**config.mk**
```make
export PLATFORM = sky130hd
export DESIGN_NAME = sel_mux_pipe
export DESIGN_NICKNAME = d
export VERILOG_FILES = /design/src/rtl/sel_mux_pkg.sv /design/src/rtl/sel_mux_stage.sv /design/src/rtl/sel_mux_pipe.sv
export SDC_FILE = /design/constraint.sdc
export NUM_CORES = 1
export LEC_CHECK = 0
export BUFFER_PORTS_ARGS = -buffer_cell sky130_fd_sc_hd__buf_2
export CAP_MARGIN = 5
export CORE_MARGIN = 2
export CORE_UTILIZATION = 35
export DETAILED_ROUTE_END_ITERATION = 16
export RECOVER_POWER = 50
export SLEW_MARGIN = 20
export SYNTH_ARGS = -nofsm -noshare
export SYNTH_HDL_FRONTEND = slang
export SYNTH_SLANG_ARGS = --single-unit
```
**constraint.sdc**
```tcl
create_clock -name clk -period 2.6 [get_ports clk]
set_input_delay 0.39 -clock clk [delete_from_list [all_inputs] [get_ports clk]]
set_output_delay 0.39 -clock clk [all_outputs]
set_load 0.01 [all_outputs]
```
**src/rtl/sel_mux_pkg.sv**
```systemverilog
`default_nettype none
// ============================================================================
// Module      : sel_mux_pkg
// Description : Shared types and constants for the pipelined channel selector.
// Revision    : 1.0
// ============================================================================
package sel_mux_pkg;

    // Upper bound on the select width that the sideband record can carry.
    localparam int MAX_SEL_W = 16;

    localparam logic MODE_DIRECT = 1'b0;
    localparam logic MODE_SCAN   = 1'b1;

    typedef struct packed {
        logic                 valid;
        logic                 en_n;
        logic [MAX_SEL_W-1:0] sel;
    } side_t;

    function automatic int clog2(input int value);
        int result;
        result = 0;
        while ((1 << result) < value) begin
            result = result + 1;
        end
        return result;
    endfunction

endpackage
`default_nettype wire

```
**src/rtl/sel_mux_stage.sv**
```systemverilog
`default_nettype none
// ============================================================================
// Module      : sel_mux_stage
// Description : One registered 2:1 reduction level of the selector tree.
// Revision    : 1.0
// ============================================================================
module sel_mux_stage
    import sel_mux_pkg::*;
#(
    parameter int CAND    = 2,
    parameter int DATA_W  = 1,
    parameter int SEL_BIT = 0,
    parameter bit GATE_EN = 1'b0
) (
    input  logic                         clk,
    input  logic                         rst,
    input  logic                         i_hold,
    input  logic [CAND*DATA_W-1:0]       i_data,
    input  side_t                        i_side,
    output logic [(CAND/2)*DATA_W-1:0]   o_data,
    output side_t                        o_side
);

    localparam int HALF = CAND / 2;

    logic [HALF*DATA_W-1:0] r_data_q;
    logic [HALF*DATA_W-1:0] w_data_d;
    side_t                  r_side_q;
    side_t                  w_side_d;

    always_comb begin
        w_data_d = r_data_q;
        w_side_d = r_side_q;
        if (!i_hold) begin
            w_side_d = i_side;
            for (int k = 0; k < HALF; k++) begin
                w_data_d[k*DATA_W +: DATA_W] = i_side.sel[SEL_BIT]
                    ? i_data[(2*k+1)*DATA_W +: DATA_W]
                    : i_data[(2*k)*DATA_W +: DATA_W];
            end
            // Gating is applied once, at the final level, so dout is a clean register.
            if (GATE_EN && i_side.en_n) begin
                w_data_d = '0;
            end
        end
    end

    always_ff @(posedge clk) begin
        if (rst) begin
            r_data_q <= '0;
            r_side_q <= '0;
        end else begin
            r_data_q <= w_data_d;
            r_side_q <= w_side_d;
        end
    end

    assign o_data = r_data_q;
    assign o_side = r_side_q;

endmodule
`default_nettype wire

```
**src/rtl/sel_mux_pipe.sv**
```systemverilog
`default_nettype none
// ============================================================================
// Module      : sel_mux_pipe
// Description : Pipelined N:1 channel selector with handshake and auto-scan.
// Revision    : 1.0
// ============================================================================
module sel_mux_pipe
    import sel_mux_pkg::*;
#(
    parameter int DATA_W = 1,
    parameter int SEL_W  = 3
) (
    input  logic                            clk,
    input  logic                            rst,
    input  logic [(1<<SEL_W)*DATA_W-1:0]    din,
    input  logic [SEL_W-1:0]                sel,
    input  logic                            mode,
    input  logic                            en_n,
    input  logic                            in_valid,
    output logic                            in_ready,
    output logic                            out_valid,
    input  logic                            out_ready,
    output logic [DATA_W-1:0]               dout,
    output logic [DATA_W-1:0]               dout_n,
    output logic [SEL_W-1:0]                chan_out
);

    localparam int N = 1 << SEL_W;

    logic               w_stall;
    logic               w_accept;
    logic [SEL_W-1:0]   w_eff_sel;
    logic [SEL_W-1:0]   r_scan_cnt_q;
    logic [SEL_W-1:0]   w_scan_cnt_d;

    // Every tree level packed back to back: level with C candidates starts at (2N-2C)*DATA_W.
    logic [(2*N-1)*DATA_W-1:0] w_tree;
    side_t                     w_side [0:SEL_W];

    assign w_stall   = out_valid & ~out_ready;
    assign in_ready  = ~w_stall;
    assign w_accept  = in_valid & in_ready;
    assign w_eff_sel = (mode == MODE_SCAN) ? r_scan_cnt_q : sel;

    always_comb begin
        w_scan_cnt_d = r_scan_cnt_q;
        if (w_accept && (mode == MODE_SCAN)) begin
            w_scan_cnt_d = r_scan_cnt_q + SEL_W'(1);
        end
    end

    always_ff @(posedge clk) begin
        if (rst) begin
            r_scan_cnt_q <= '0;
        end else begin
            r_scan_cnt_q <= w_scan_cnt_d;
        end
    end

    always_comb begin
        w_side[0]       = '0;
        w_side[0].valid = w_accept;
        w_side[0].en_n  = en_n;
        w_side[0].sel   = MAX_SEL_W'(w_eff_sel);
    end

    assign w_tree[N*DATA_W-1:0] = din;

    generate
        for (genvar j = 0; j < SEL_W; j++) begin : g_stage
            localparam int CAND    = N >> j;
            localparam int IN_OFF  = (2*N - 2*CAND) * DATA_W;
            localparam int OUT_OFF = (2*N - CAND) * DATA_W;

            sel_mux_stage #(
                .CAND    (CAND),
                .DATA_W  (DATA_W),
                .SEL_BIT (j),
                .GATE_EN (j == SEL_W - 1)
            ) u_stage (
                .clk    (clk),
                .rst    (rst),
                .i_hold (w_stall),
                .i_data (w_tree[IN_OFF +: CAND*DATA_W]),
                .i_side (w_side[j]),
                .o_data (w_tree[OUT_OFF +: (CAND/2)*DATA_W]),
                .o_side (w_side[j+1])
            );
        end

        // The final record's en_n and padding bits have no consumer past the output stage.
        if (SEL_W < MAX_SEL_W) begin : g_sel_pad
            logic w_unused_side;
            assign w_unused_side = ^{w_side[SEL_W].en_n, w_side[SEL_W].sel[MAX_SEL_W-1:SEL_W]};
        end else begin : g_sel_full
            logic w_unused_side;
            assign w_unused_side = w_side[SEL_W].en_n;
        end
    endgenerate

    assign out_valid = w_side[SEL_W].valid;
    assign chan_out  = w_side[SEL_W].sel[SEL_W-1:0];
    assign dout      = w_tree[(2*N-2)*DATA_W +: DATA_W];
    assign dout_n    = ~dout;

endmodule
`default_nettype wire

```
After elaboration in Yosys (flattened, before gate mapping)
Cells that the tools add are included.
{ "classes": {"addsub": 1, "n_mux": 9, "bitwise": 5, "reduce_logical": 1} }
{ "op_table": {"columns": ["op", "count"], "rows": [
  ["$mux W1", 8],
  ["$add A3 B1 Y3 const B", 1],
  ["$mux W3", 1],
  ["$not A1 Y1", 3],
  ["$and A1 B1 Y1", 2],
  ["$logic_and A1 B1 Y1", 1]
]} }
{ "totals": {"output_inout_bits": 7, "ff_bits": 24, "word_cells": 28, "inputBits": 17} }

Depth between registers and ports, before layout
{ "depth": {"word_depth": 5, "mapped_depth": 6, "mapped_depth_nobuf": 4} }

Cells and area by module
A second synthesis with hierarchy kept.
{ "unflattened": {"hier_cells": 230, "hier_area_um2": 2503.7} }
{ "modules_own_cells": {"columns": ["mod", "n_inst", "area_each_um2", "cells_each", "seq_area_each_um2"], "rows": [
  ["sel_mux_stage at g_stage[0].u_stage", 1, 857.1, 77, 440.4],
  ["sel_mux_stage at g_stage[1].u_stage", 1, 749.5, 67, 400.4],
  ["sel_mux_stage at g_stage[2].u_stage", 1, 695.7, 63, 380.4],
  ["sel_mux_pipe", 1, 201.4, 23, 60.1]
]} }

Worst setup path after synthesis
No wires, ideal clock.
{ "synth_timing": {"path_kind": "register -> output", "from": "register g_stage[2].u_stage.r_side_q (netlist bit g_stage[2].u_stage.o_side[17])", "to": "output port in_ready", "path_stages_with_launch": 5, "setup_slack_ps": 1258, "arrival_time_ps": 952, "n_path_buf": 2, "required_time_ps": 2210, "path_cell_list": "dfxtp_1 nor2b_1 buf_6 inv_1 clkbuf_1"} }
{ "synth_via": {"elab_chain_cells": 2} }
{ "synth_lines": {"columns": ["item", "line_no", "rtl"], "rows": [
  ["from (decl)", "sel_mux_stage.sv:28", "side_t r_side_q;"],
  ["from (signal assigned)", "sel_mux_stage.sv:54", "r_side_q <= w_side_d;"],
  ["$and A1 B1 Y1", "sel_mux_pipe.sv:40", "assign w_stall = out_valid & ~out_ready;"],
  ["$not A1 Y1", "sel_mux_pipe.sv:41", "assign in_ready = ~w_stall;"],
  ["to (decl)", "sel_mux_pipe.sv:20", "output logic in_ready,"]
]} }
Every way passes these cells.

Final worst setup path
Ends and elaborated chain as after synthesis.

==> metrics <==
Skew-Pair Late Insertion Delay=0.31 ns; clock power share=0.362; Yosys Warn Count=0; Layout area overhead=17.1%; vias in the first global route=619; width of the die=56.8 um; DRT antenna net count=0; P_sw=153 uW; worst-path fanout max=19; Max stage delay on crit path=0.34 ns; core box area=0.00271 mm^2; first-pass GRT wire length=2720 um; Slew @ Worst Pin=0.424 ns; Synth Instances=110; global route overflow=0; layout cell share with drive strength beyond 1=0.183; Max stage delay cell, worst path=dfxtp_1; iteration count of the initial detailed-routing pass=4; Hold WC Path Type=input pin to flop; Hold WS=0.309 ns; Die H=56.8 um; CTS resizes=0; largest net degree at the start of global routing=30; Num CTS Buffers=3; DR vias=786; Worst-path clk slew=0.13 ns; Static Leak=0.000469 uW; CP arrival=1.23 ns; clock tree buffer depth=2; GPL Wtd Cong=0.680; r2r setup slk=1.23 ns; RSZ-0062 raised after global routing=false; Power Density=638 mW/mm^2; die area=0.00323 mm^2; Seq/Total Area, Yosys=0.492; Crit Path Class=flop to primary output; Final Skew=0.00748 ns; data required time at the worst endpoint=2.21 ns; crit path launch type=flop; status=finished, final reports clean; element type at the critical path end=primary output; Tcrit/Tclk final=0.622; DRC viols=0; Final min period=1.62 ns; Syn Nets=128; Logic pwr share=0.091; port buffer count=23; Fin. Hold Viols=0; Cell Chain, Critical Path=nor2b_1, buf_4, inv_1, buf_2; # diodes=0; Synth top area share=0.492; fmax=618 MHz; Routed WL=1670 um; synth unique cells=18; Max Cap Viol=0; Rel. slew slack=0.717; Synth Area per Inst=8.87 um^2; Initial Utilization=0.360; CTS tree=built; max-slew violations=0; Synth area leaders=dfxtp_1 49%, mux2i_1 9.2%, nand2_1 8.5%; Vias/cell=4.85; initial antenna violation count=0; final net count=150; Boundary Pins=24; H-tree Lvls=1; sw frac=0.210; clock tree root buffer cell=clkbuf_4; setup violators final=0; setup repair bufs after CTS=0; Mapped Area=976 um^2; Peak VDD IR=509 uV; hpwl dp=1170 um; all-layer global routing usage=0.106; Iter 0 DRT Violations=22; Seq cells post-synth=24; Avg WL per Cell=10.3 um; Flop pwr share=0.547; clock sink total=24; row cnt=19; total negative slack=0 ns; # hold bufs at CTS=0; area leader, netlist=dfxtp_1; Pint=576 uW
## metrics by stage
stage	cell area [um^2]	power (uW)	util	instances	worst slack (ns)
2_1_floorplan	976	452	-	110	1.26
3_3_place_gp	1100	473	0.405	158	1.19
3_5_place_dp	1100	474	0.405	158	1.16
4_1_cts	1150	739	0.424	162	0.962
5_1_grt	1140	761	0.422	162	0.867
6_report	1140	728	0.422	162	0.982
## worst paths after layout
kind                                                    start                             to  cells after the start
worst min register to register  g_stage[1].u_stage.o_side[16]  g_stage[1].u_stage.o_side[16]                      2
worst max register to register  g_stage[2].u_stage.o_side[17]   g_stage[0].u_stage.o_data[2]                      6
worst min-delay path                                     en_n  g_stage[0].u_stage.o_side[16]                      3
worst max-delay path            g_stage[2].u_stage.o_side[17]                       in_ready                      4
## power by group through the flow
stage	registers, uW	clock network [uW]	logic, uW
2_1_floorplan	406	0	45.8
3_3_place_gp	406	0	66.1
3_5_place_dp	407	0	67.8
4_1_cts	399	272	68.1
5_1_grt	401	286	74.3
6_report	398	264	66.5
## critical path: cells and delay by family (launching register included)
kind	cells	cell delay, ns
simple gates	1	0.13
flops	1	0.34
buf+inv	3	0.44
## synthesized netlist by cell type
| master | count |
|---|---|
| dfxtp_1 | 24 |
| nand2_1 | 22 |
| a21oi_1 | 14 |
| nor2_1 | 11 |
| a211oi_1 | 9 |
| mux2i_1 | 9 |
| clkbuf_1 | 4 |
| inv_1 | 3 |
| buf_2 | 2 |
| buf_6 | 2 |
| o21ai_0 | 2 |
| or3_1 | 2 |
| ha_1 | 1 |
| mux2i_4 | 1 |
| nand4_1 | 1 |
| nor2b_1 | 1 |
| o31ai_1 | 1 |
| or4_1 | 1 |
## routing by layer
layer | up-vias | share of wire | track usage
li1 | 422 | - | -
met1 | 339 | 0.50 | 0.152
met2 | 25 | 0.43 | 0.156
met3 | 0 | 0.071 | 0.0415
met4 | 0 | 0 | 0.00997
met5 | - | 0 | 0
## registers in the layout, summed over array words and instances, names as in the netlist
signal                  cells
g_stage.u_stage.o_side     14
g_stage.u_stage.o_data      7
r_scan_cnt_q                3
## layout by cell type (no fill, tap or decap)
cell / n
o21ai_0: 2
nor2b_1: 1
o31ai_1: 1
clkbuf_1: 6
ha_1: 1
bufinv_16: 1
inv_1: 3
mux2i_4: 1
clkbuf_4: 3
or3_1: 2
mux2i_1: 9
nand2_1: 22
buf_2: 17
a211oi_1: 9
or4_1: 1
nor2_1: 11
nand4_1: 1
dfxtp_1: 24
buf_4: 2
a21oi_1: 14
## layout make-up
| cell class | instances | area [um^2] |
|---|---|---|
| clock buffers | 3 | 22.5 |
| clock inverters | 1 | 30.0 |
| fillers | 296 | 1570 |
| inverters | 3 | 11.3 |
| multi-input cells | 75 | 437 |
| flip-flops and latches | 24 | 480 |
| well taps | 31 | 38.8 |
| repair buffers | 25 | 123 |
## logic make-up (layout without fill, tap and decap cells)
family                     Yosys count  after routing  synth area share
and+or+nand+nor                     38             38             0.160
muxes                               10             10             0.115
buffers and inverters               11             32            0.0602
DFF                                 24             24             0.492
AOI/OAI and AO/OA                   26             26             0.159
adders and majority gates            1              1            0.0128
No activity file was read; power rests on OpenSTA's default activity.
